==> config.mk <==
export PLATFORM = sky130hd
export DESIGN_NAME = multicycle_alu
export DESIGN_NICKNAME = d
export VERILOG_FILES = /design/src/rtl/multicycle_alu.sv
export SDC_FILE = /design/constraint.sdc
export NUM_CORES = 1
export LEC_CHECK = 0
export BUFFER_PORTS_ARGS = -buffer_cell sky130_fd_sc_hd__buf_2
export CORE_MARGIN = 4
export CORE_UTILIZATION = 40
export DETAILED_ROUTE_END_ITERATION = 10
export PLACE_DENSITY = 0.69
export SKIP_LAST_GASP = 1
export SLEW_MARGIN = 25
export SYNTH_ARGS = -nofsm -noshare
export SYNTH_HDL_FRONTEND = slang
export SYNTH_SLANG_ARGS = --single-unit
==> constraint.sdc <==
create_clock -name CLK -period 5.9 [get_ports CLK]
set_clock_uncertainty 0.15 [all_clocks]
set_input_delay 1.77 -clock CLK [delete_from_list [all_inputs] [get_ports CLK]]
set_output_delay 1.77 -clock CLK [all_outputs]
set_load 0.02 [all_outputs]
==> src/rtl/multicycle_alu.sv <==
// Registered ALU: single-cycle data-processing ops plus iterative MUL/UDIV/UREM (WIDTH+1 cycles).
// Define ALU_SDIV_EN to turn opcode 1111 into a signed divide; otherwise 1111 acts as MOV.
module multicycle_alu #(
   parameter  int WIDTH = 32,
   localparam int CNT_W = $clog2(WIDTH) + 1
) (
   input  logic             CLK,
   input  logic             RESET,
   input  logic             Start,
   input  logic [3:0]       ALUControl,
   input  logic [WIDTH-1:0] Src_A,
   input  logic [WIDTH-1:0] Src_B,
   input  logic             Carry,
   output logic             Busy,
   output logic             Done,
   output logic [WIDTH-1:0] ALUResult,
   output logic [3:0]       ALUFlags,
   output logic [1:0]       dbg_state_o
);

   // Handshake: Start is taken on a rising edge only while Busy=0; Done is a one-cycle
   // pulse in the cycle ALUResult/ALUFlags take their new value, which then holds.

   localparam logic [3:0] OP_ADD  = 4'b0000;
   localparam logic [3:0] OP_SUB  = 4'b0001;
   localparam logic [3:0] OP_AND  = 4'b0010;
   localparam logic [3:0] OP_ORR  = 4'b0011;
   localparam logic [3:0] OP_ADC  = 4'b0100;
   localparam logic [3:0] OP_EOR  = 4'b0101;
   localparam logic [3:0] OP_BIC  = 4'b0110;
   localparam logic [3:0] OP_MVN  = 4'b0111;
   localparam logic [3:0] OP_MUL  = 4'b1000;
   localparam logic [3:0] OP_RSB  = 4'b1001;
   localparam logic [3:0] OP_RSC  = 4'b1010;
   localparam logic [3:0] OP_SBC  = 4'b1011;
   localparam logic [3:0] OP_UDIV = 4'b1100;
   localparam logic [3:0] OP_UREM = 4'b1110;
`ifdef ALU_SDIV_EN
   localparam logic [3:0] OP_SDIV = 4'b1111;
`endif

   typedef enum logic [1:0] {
      S_IDLE = 2'd0,
      S_ITER = 2'd1,
      S_FIN  = 2'd2
   } state_t;

   state_t           state_q, state_d;
   logic [CNT_W-1:0] cnt_q, cnt_d;
   logic [3:0]       op_q, op_d;
   logic [WIDTH-1:0] a_q, a_d;
   logic [WIDTH-1:0] b_q, b_d;
   logic [WIDTH-1:0] acc_q, acc_d;
   logic             bzero_q, bzero_d;
   logic             busy_q, busy_d;
   logic             done_q, done_d;
   logic [WIDTH-1:0] result_q, result_d;
   logic [3:0]       flags_q, flags_d;
`ifdef ALU_SDIV_EN
   logic             neg_q, neg_d;
   logic             ovf_q, ovf_d;
`endif

   logic             is_multi;
   logic             arith;
   logic [WIDTH-1:0] add_x, add_y;
   logic             add_cin;
   logic [WIDTH:0]   sum;
   logic [WIDTH-1:0] logic_res;
   logic [WIDTH-1:0] sc_res;
   logic [3:0]       sc_flags;
   logic [WIDTH:0]   rem_shift;
   logic [WIDTH-1:0] fin_res;
   logic             fin_v;

`ifdef ALU_SDIV_EN
   assign is_multi = (ALUControl == OP_MUL) || (ALUControl == OP_UDIV) ||
                     (ALUControl == OP_UREM) || (ALUControl == OP_SDIV);
`else
   assign is_multi = (ALUControl == OP_MUL) || (ALUControl == OP_UDIV) ||
                     (ALUControl == OP_UREM);
`endif

   // One shared adder; every arithmetic opcode is expressed as x + y + cin so C and V
   // always come from the effective operands.
   always_comb begin
      add_x     = Src_A;
      add_y     = Src_B;
      add_cin   = 1'b0;
      arith     = 1'b1;
      logic_res = Src_B;
      case (ALUControl)
         OP_ADD:  ;
         OP_SUB:  begin add_y = ~Src_B; add_cin = 1'b1;  end
         OP_ADC:  add_cin = Carry;
         OP_RSB:  begin add_x = Src_B; add_y = ~Src_A; add_cin = 1'b1;  end
         OP_RSC:  begin add_x = Src_B; add_y = ~Src_A; add_cin = Carry; end
         OP_SBC:  begin add_y = ~Src_B; add_cin = Carry; end
         default: arith = 1'b0;
      endcase
      case (ALUControl)
         OP_AND:  logic_res = Src_A & Src_B;
         OP_ORR:  logic_res = Src_A | Src_B;
         OP_EOR:  logic_res = Src_A ^ Src_B;
         OP_BIC:  logic_res = Src_A & ~Src_B;
         OP_MVN:  logic_res = ~Src_B;
         default: logic_res = Src_B;
      endcase
      sum      = {1'b0, add_x} + {1'b0, add_y} + {{WIDTH{1'b0}}, add_cin};
      sc_res   = arith ? sum[WIDTH-1:0] : logic_res;
      sc_flags = {sc_res[WIDTH-1],
                  sc_res == '0,
                  arith ? sum[WIDTH] : Carry,
                  arith & (add_x[WIDTH-1] == add_y[WIDTH-1]) & (sum[WIDTH-1] != add_x[WIDTH-1])};
   end

   // Restoring divide: a_q shifts the dividend out while quotient bits shift in.
   assign rem_shift = {acc_q, a_q[WIDTH-1]};

   // With B==0 every step subtracts zero, so acc_q ends holding A: that is the UREM result.
   always_comb begin
      fin_res = acc_q;
      fin_v   = flags_q[0];
      case (op_q)
         OP_UDIV: begin
            fin_res = bzero_q ? '1 : a_q;
            fin_v   = flags_q[0] | bzero_q;
         end
         OP_UREM: fin_v = flags_q[0] | bzero_q;
`ifdef ALU_SDIV_EN
         OP_SDIV: begin
            fin_res = bzero_q ? '0 : (neg_q ? -a_q : a_q);
            fin_v   = flags_q[0] | bzero_q | ovf_q;
         end
`endif
         default: ;
      endcase
   end

   always_comb begin
      state_d  = state_q;
      cnt_d    = cnt_q;
      op_d     = op_q;
      a_d      = a_q;
      b_d      = b_q;
      acc_d    = acc_q;
      bzero_d  = bzero_q;
      busy_d   = busy_q;
      done_d   = 1'b0;
      result_d = result_q;
      flags_d  = flags_q;
`ifdef ALU_SDIV_EN
      neg_d    = neg_q;
      ovf_d    = ovf_q;
`endif
      case (state_q)
         S_IDLE: begin
            if (Start) begin
               op_d = ALUControl;
               if (is_multi) begin
                  state_d = S_ITER;
                  busy_d  = 1'b1;
                  cnt_d   = '0;
                  acc_d   = '0;
                  a_d     = Src_A;
                  b_d     = Src_B;
                  bzero_d = (Src_B == '0);
`ifdef ALU_SDIV_EN
                  neg_d   = 1'b0;
                  ovf_d   = 1'b0;
                  if (ALUControl == OP_SDIV) begin
                     a_d   = Src_A[WIDTH-1] ? -Src_A : Src_A;
                     b_d   = Src_B[WIDTH-1] ? -Src_B : Src_B;
                     neg_d = Src_A[WIDTH-1] ^ Src_B[WIDTH-1];
                     ovf_d = (Src_A == {1'b1, {(WIDTH-1){1'b0}}}) && (Src_B == '1);
                  end
`endif
               end else begin
                  result_d = sc_res;
                  flags_d  = sc_flags;
                  done_d   = 1'b1;
               end
            end
         end
         S_ITER: begin
            cnt_d = cnt_q + CNT_W'(1);
            if (op_q == OP_MUL) begin
               if (b_q[0]) acc_d = acc_q + a_q;
               a_d = a_q << 1;
               b_d = b_q >> 1;
            end else if (rem_shift >= {1'b0, b_q}) begin
               acc_d = rem_shift[WIDTH-1:0] - b_q;
               a_d   = {a_q[WIDTH-2:0], 1'b1};
            end else begin
               acc_d = rem_shift[WIDTH-1:0];
               a_d   = {a_q[WIDTH-2:0], 1'b0};
            end
            if (cnt_q == CNT_W'(WIDTH - 1)) state_d = S_FIN;
         end
         S_FIN: begin
            result_d = fin_res;
            flags_d  = {fin_res[WIDTH-1], fin_res == '0, flags_q[1], fin_v};
            done_d   = 1'b1;
            busy_d   = 1'b0;
            state_d  = S_IDLE;
         end
         default: begin
            state_d = S_IDLE;
            busy_d  = 1'b0;
         end
      endcase
   end

   always_ff @(posedge CLK) begin
      if (RESET) begin
         state_q  <= S_IDLE;
         cnt_q    <= '0;
         op_q     <= '0;
         a_q      <= '0;
         b_q      <= '0;
         acc_q    <= '0;
         bzero_q  <= 1'b0;
         busy_q   <= 1'b0;
         done_q   <= 1'b0;
         result_q <= '0;
         flags_q  <= '0;
`ifdef ALU_SDIV_EN
         neg_q    <= 1'b0;
         ovf_q    <= 1'b0;
`endif
      end else begin
         state_q  <= state_d;
         cnt_q    <= cnt_d;
         op_q     <= op_d;
         a_q      <= a_d;
         b_q      <= b_d;
         acc_q    <= acc_d;
         bzero_q  <= bzero_d;
         busy_q   <= busy_d;
         done_q   <= done_d;
         result_q <= result_d;
         flags_q  <= flags_d;
`ifdef ALU_SDIV_EN
         neg_q    <= neg_d;
         ovf_q    <= ovf_d;
`endif
      end
   end

   assign Busy        = busy_q;
   assign Done        = done_q;
   assign ALUResult   = result_q;
   assign ALUFlags    = flags_q;
   assign dbg_state_o = state_q;

endmodule

Word level (Yosys, flattened, before mapping)
Index checks and enable logic that the tools add are counted. Widths: inputs -> output; s select.

Output and inout bits: 40. Register bits after elaboration: 147. Input port bits: 72. Word-level logic and storage cells: 128.

Bitwise gates (word level): 12. Add/subtract/negate cells: 5. Muxes and demuxes: 44. Reductions and logical operators: 25. Order comparisons: 1. Eq/ne operators: 28.

Operators with widths (count): $mux 32 (16); $pmux 32 s2 (5); $pmux 32 s5 (1); $logic_not 32->1 (3); $and 32x32->32 (2); $not 32->32 (2); $eq 4x4->1 const B (9); $add 32x32->33 (1); $add 33x1->33 (1); $ge 33x32->1 (1); $add 32x32->32 (1); $or 32x32->32 (1); $sub 32x32->32 (1); $xor 32x32->32 (1); $eq 4x3->1 const B (4); $reduce_and 4->1 (4); $reduce_and 3->1 (5); $mux 6 (2); $ne 2x2->1 const B (6); $pmux 6 s2 (1); $mux 1 (9); $eq 4x2->1 const B (2); $mux 4 (2); $pmux 4 s2 (1); 22 further kinds (34).

Depth between registers and ports, before layout
Depth after elaboration: 10. Mapped depth: 23. Depth with buffers taken out: 20.

Worst setup path before layout
Ideal clock, no wire load.

Path type: input port to flip-flop. From: input port ALUControl[1]. To: register flags_q[2], in the netlist ALUFlags[2]. Cell stages on the path: 23. Slack: -0.325 ns. Path buffers: 4. Data arrival time: 6.014 ns. Setup time: 0.060 ns. Cells stage by stage: buf_4 -> buf_4 -> buf_2 -> buf_1 -> nand2_1 -> a21oi_1 -> or2_2 -> a21oi_1 -> a21oi_1 -> fa_1 -> inv_1 -> fa_1 -> a21o_1 -> nand3_1 -> a21oi_2 -> o2111ai_1 -> a21oi_1 -> a311o_1 -> a31oi_1 -> nand4b_1 -> or4_1 -> nor4_1 -> nand2b_1.

Word-level cells in the longest chain between the ends: 10. Elaborated cells between the ends (all ways): 35. Classes of those cells: 2 x add/sub; 14 x eq/ne; 9 x mux; 10 x reduce/logical.

Ends and longest elaborated chain: start: declaration (line 10) `input logic [3:0] ALUControl,`; $eq 4x4->1 / $eq 4x1->1 (equally long branches) (line 92) `case (ALUControl)`; $reduce_or 2->1 (no line); $pmux 32 s2 / $mux 32 (equally long branches) (line 92); $add 32x32->33 (line 109) `sum = {1'b0, add_x} + {1'b0, add_y} + {{WIDTH{1'b0}}, add_cin};`; $add 33x1->33 (line 109); $mux 32 (line 110) `sc_res = arith ? sum[WIDTH-1:0] : logic_res;`; $logic_not 32->1 (line 112) `sc_res == '0,`; $mux 4 (line 160) `if (is_multi) begin`; $mux 4 (line 158) `if (Start) begin`; $pmux 4 s2 (line 156) `case (state_q)`; end signal: assignment (line 242) `flags_q <= flags_d;`; end: declaration (line 58) `logic [3:0] flags_q, flags_d;`.

Several ways; a longest one is shown, not always the timed one. The select of a mux whose other input is x is not followed. A chain may end at the register's enable or synchronous reset.

Worst setup path in the final report
Same ends and word-level chain as after synthesis.

==> results.py <==
metrics = {
    "synth": {
        "synth_top_cell_by_area": "dfxtp_1",
        "postSynthAreaPerCell_um2": 7.00,
        "synth.distinct_cells": 103,
        "netlist_top_cells_area": "dfxtp_1, ha_1, a21oi_1",
        "synth_fa_ha_area_share_pct": 10.9,
        "synth_area_mm2": 0.0153,
        "synth_flop_cell": "dfxtp_1",
        "synthXorXnorAreaFrac_pct": 5.54,
        "synth_top_family_by_area": "compound AO/OA/AOI/OAI gates",
        "synth_compound_area_share_pct": 36.3,
        "synth_top_area_share_pct": 19.0,
        "yosysWarnings": 0,
        "yosys_register_bits": 146,
        "synth_fp_nets": 2394,
        "yosysSeqAreaShare_pct": 19.0,
        "synth-edff-count": 0,
        "yosys-top-cells-count": "nor2_1, a21oi_1, o21ai_0",
        "synth_simple_gate_area_share_pct": 20.3,
        "postSynth.asyncResetShare_pct": 0,
        "post-synth-top-count-cell": "nor2_1",
        "postSynthCellCount": 2191,
        "synthMuxAreaShare_pct": 0.620,
    },
    "worst_hold_path": {
        "min-delay-path-class": "reg -> reg",
    },
    "worst_setup_path": {
        "path_buf_inv": 2,
        "critPathTopFamily": "simple AND/OR/NAND/NOR gates",
        "start_kind": "primary input",
        "slowest_delay_ns": 0.50,
        "end_kind": "flop",
        "worstPathCellList": "buf_2 -> or2_2 -> a21oi_2 -> or2_4 -> a21oi_1 -> a21oi_1 -> fa_2 -> inv_1 -> fa_2 -> a21o_1 -> nand3_1 -> a21oi_2 -> o211ai_2 -> nand3b_1 -> a311o_1 -> nor4_2 -> nand4_1 -> or4_1 -> nor4_1 -> nand2b_1",
        "critPathMaxFanout": 4,
        "slowest_stage": "or4_1",
        "arrival_ns": 5.94,
        "critPathKind": "in -> reg",
        "crit_required_ns": 6.14,
    },
    "job": {
        "maxCapViolCount": 0,
    },
    "detailed_routing": {
        "routed_wl_mm": 59.2,
        "drc": 0,
        "drtPass1Iterations": 6,
        "antenna_left": 0,
        "initialDrtViolationCount": 1885,
        "viasPerCell": 6.18,
        "dr_total_vias": 17600,
        "wire_per_inst_um": 20.8,
    },
    "clock_network": {
        "cts.clk_slew.worst_paths_ns": 0.07,
        "cts_tree": "yes",
        "postCtsSetupBuffers": 0,
        "cts-root-buf": "clkbuf_16",
        "cts_sinks": 146,
        "clk_path_buf_depth": 2,
        "cts_buffers": 17,
        "clkLatencyLatePin_ns": 0.44,
        "h-tree-depth": 4,
    },
    "sta": {
        "worst_hold_slack_ns": 0.303,
        "fmax_mhz": 175,
        "finalHoldViolCount": 0,
        "worst_slew_pin_slew_ns": 1.04,
        "relSlewSlack_pct": 29.7,
        "rsz0062_at_grt": "no",
        "setup_violations": 0,
        "post-route-period-util_pct": 96.6,
        "period_minus_slack_ns": 5.70,
        "slew_viol_final": 0,
    },
    "global_route": {
        "grt_pass1_vias": 16400,
        "grtUsageTotal_pct": 27.3,
        "grt_start_max_net_pins": 99,
        "grt_use_met1_pct": 36.5,
        "overflow": 0,
        "use_met2_pct": 43.2,
        "grt_pass1_wl_mm": 91.0,
        "antenna_found_initial": 1,
        "grt.met3_usage_pct": 5.38,
        "grt_most_used_layer": "met2",
    },
    "layout": {
        "drive_above_1_share_pct": 15.0,
        "synthToLayoutAreaGrowth_pct": 15.6,
        "diodes": 0,
        "nFillCells": 3813,
        "layout.nets": 2527,
    },
    "floorplan": {
        "dieWidth_um": 204,
        "io_pins": 112,
        "initial_core_util_pct": 40.6,
        "die_area_mm2": 0.0416,
        "row_count": 71,
        "core_area_mm2": 0.0378,
        "die_y_um": 204,
    },
    "place": {
        "dp_hpwl_mm": 46.3,
        "numPortBuffers": 111,
        "finalWeightedCongestion": 1.01,
    },
    "power": {
        "vdd_drop_max_mv": 0.208,
        "power_leakage_nw": 7.53,
        "cellPowerDensity_mw_per_mm2": 227,
        "finalPower_w": 0.00403,
    },
    "outcome": {
        "outcome": "finished, final reports clean",
    },
}
## cell type report
type | count | area, um^2 | area share (%)
repair buffers | 257 | 1730 | 9.75
inverters | 120 | 450 | 2.54
multi-input cells | 1782 | 11400 | 64.3
well taps | 511 | 639 | 3.60
flip-flops and latches | 146 | 2920 | 16.5
clock buffers | 23 | 488 | 2.75
clock inverters | 9 | 104 | 0.585
## state kept, by name, indices dropped and copies added (netlist names), 2 cells and up
| register | flops |
|---|---|
| b_q | 32 |
| dbg_state_o | 2 |
| cnt_q | 6 |
| op_q | 4 |
| a_q | 32 |
| ALUResult | 32 |
| ALUFlags | 3 |
| acc_q | 32 |
## metal layers
layer / vias to the layer above / wire length [um]
li1: 8293 / -
met1: 8315 / 25100
met2: 830 / 26100
met3: 167 / 5460
met4: 2 / 2550
met5: - / 13
## worst register-to-register path, delay by kind of cell, from the launching register on
family,cells,cell delay (ns)
simple gates,2,0.54
buf+inv,1,0.07
fa+ha+maj,1,0.38
compound gates,8,2.33
flops,1,0.40
## path summary, 6_finish.rpt
check / startpoint / to / slack (ns) / cells after the start
setup / recovery: ALUControl[1] / ALUFlags[2] / 0.20 / 20
hold / removal: ALUResult[4] / ALUResult[4] / 0.30 / 2
setup reg to reg: b_q[7] / acc_q[31] / 1.92 / 12
hold reg to reg: ALUResult[4] / ALUResult[4] / 0.30 / 2
## report_power, final
part	total (W)	internal [W]	switching (W)
sequential	0.00115	0.00105	0.0000941
clock	0.00111	0.000665	0.000443
combinational	0.00177	0.000732	0.00104
## cells by family (layout without fill, tap and decap cells)
| logic type | Yosys count | count (layout) |
|---|---|---|
| XOR/XNOR | 97 | 97 |
| flip-flops | 146 | 146 |
| buffers and inverters | 263 | 409 |
| AO/OA/AOI/OAI | 851 | 851 |
| adder cells (fa/ha/maj) | 131 | 131 |
| multiplexers | 9 | 9 |
| AND/OR/NAND/NOR | 694 | 694 |
## cells in the final DEF (no fill, tap or decap), types with 9 or more instances in the layout
cell         n
nand3_1     40
a211oi_1    95
ha_1       127
o21bai_1    12
xor2_1      55
a22oi_1     40
nand2b_1    28
a222oi_1    10
a21o_1      38
nor3_1      19
o211ai_1    35
o21ai_0    191
or3_1        9
nand2_1    184
a21oi_1    243
and3_1      15
nor4_1      30
buf_4      141
clkbuf_16   17
nand4_1     14
a221oi_1    13
xnor2_1     42
buf_2      110
a31oi_1     23
nor2_1     299
nor2b_1     13
dfxtp_1    146
inv_1      118
## stage by stage
stage	setup TNS [ns]	util (%)	cells	area, um^2	setup slack, ns
after detailed placement	-0.263	45.4	2816	17100	-0.255
after global placement	-0.130	45.4	2816	17100	-0.130
after floorplan	0	-	2191	15400	0.0166
after global routing	0	47.0	2848	17700	0.00860
final	0	47.0	2848	17700	0.201
after CTS	0	46.9	2848	17700	0.201
## timing repair
item                                    in CTS  in global routing
hold buffers                                 0                  0
endpoints found under the setup margin       0                  2
resized for setup                            0                  2
Power figures use the tool's default switching activity.
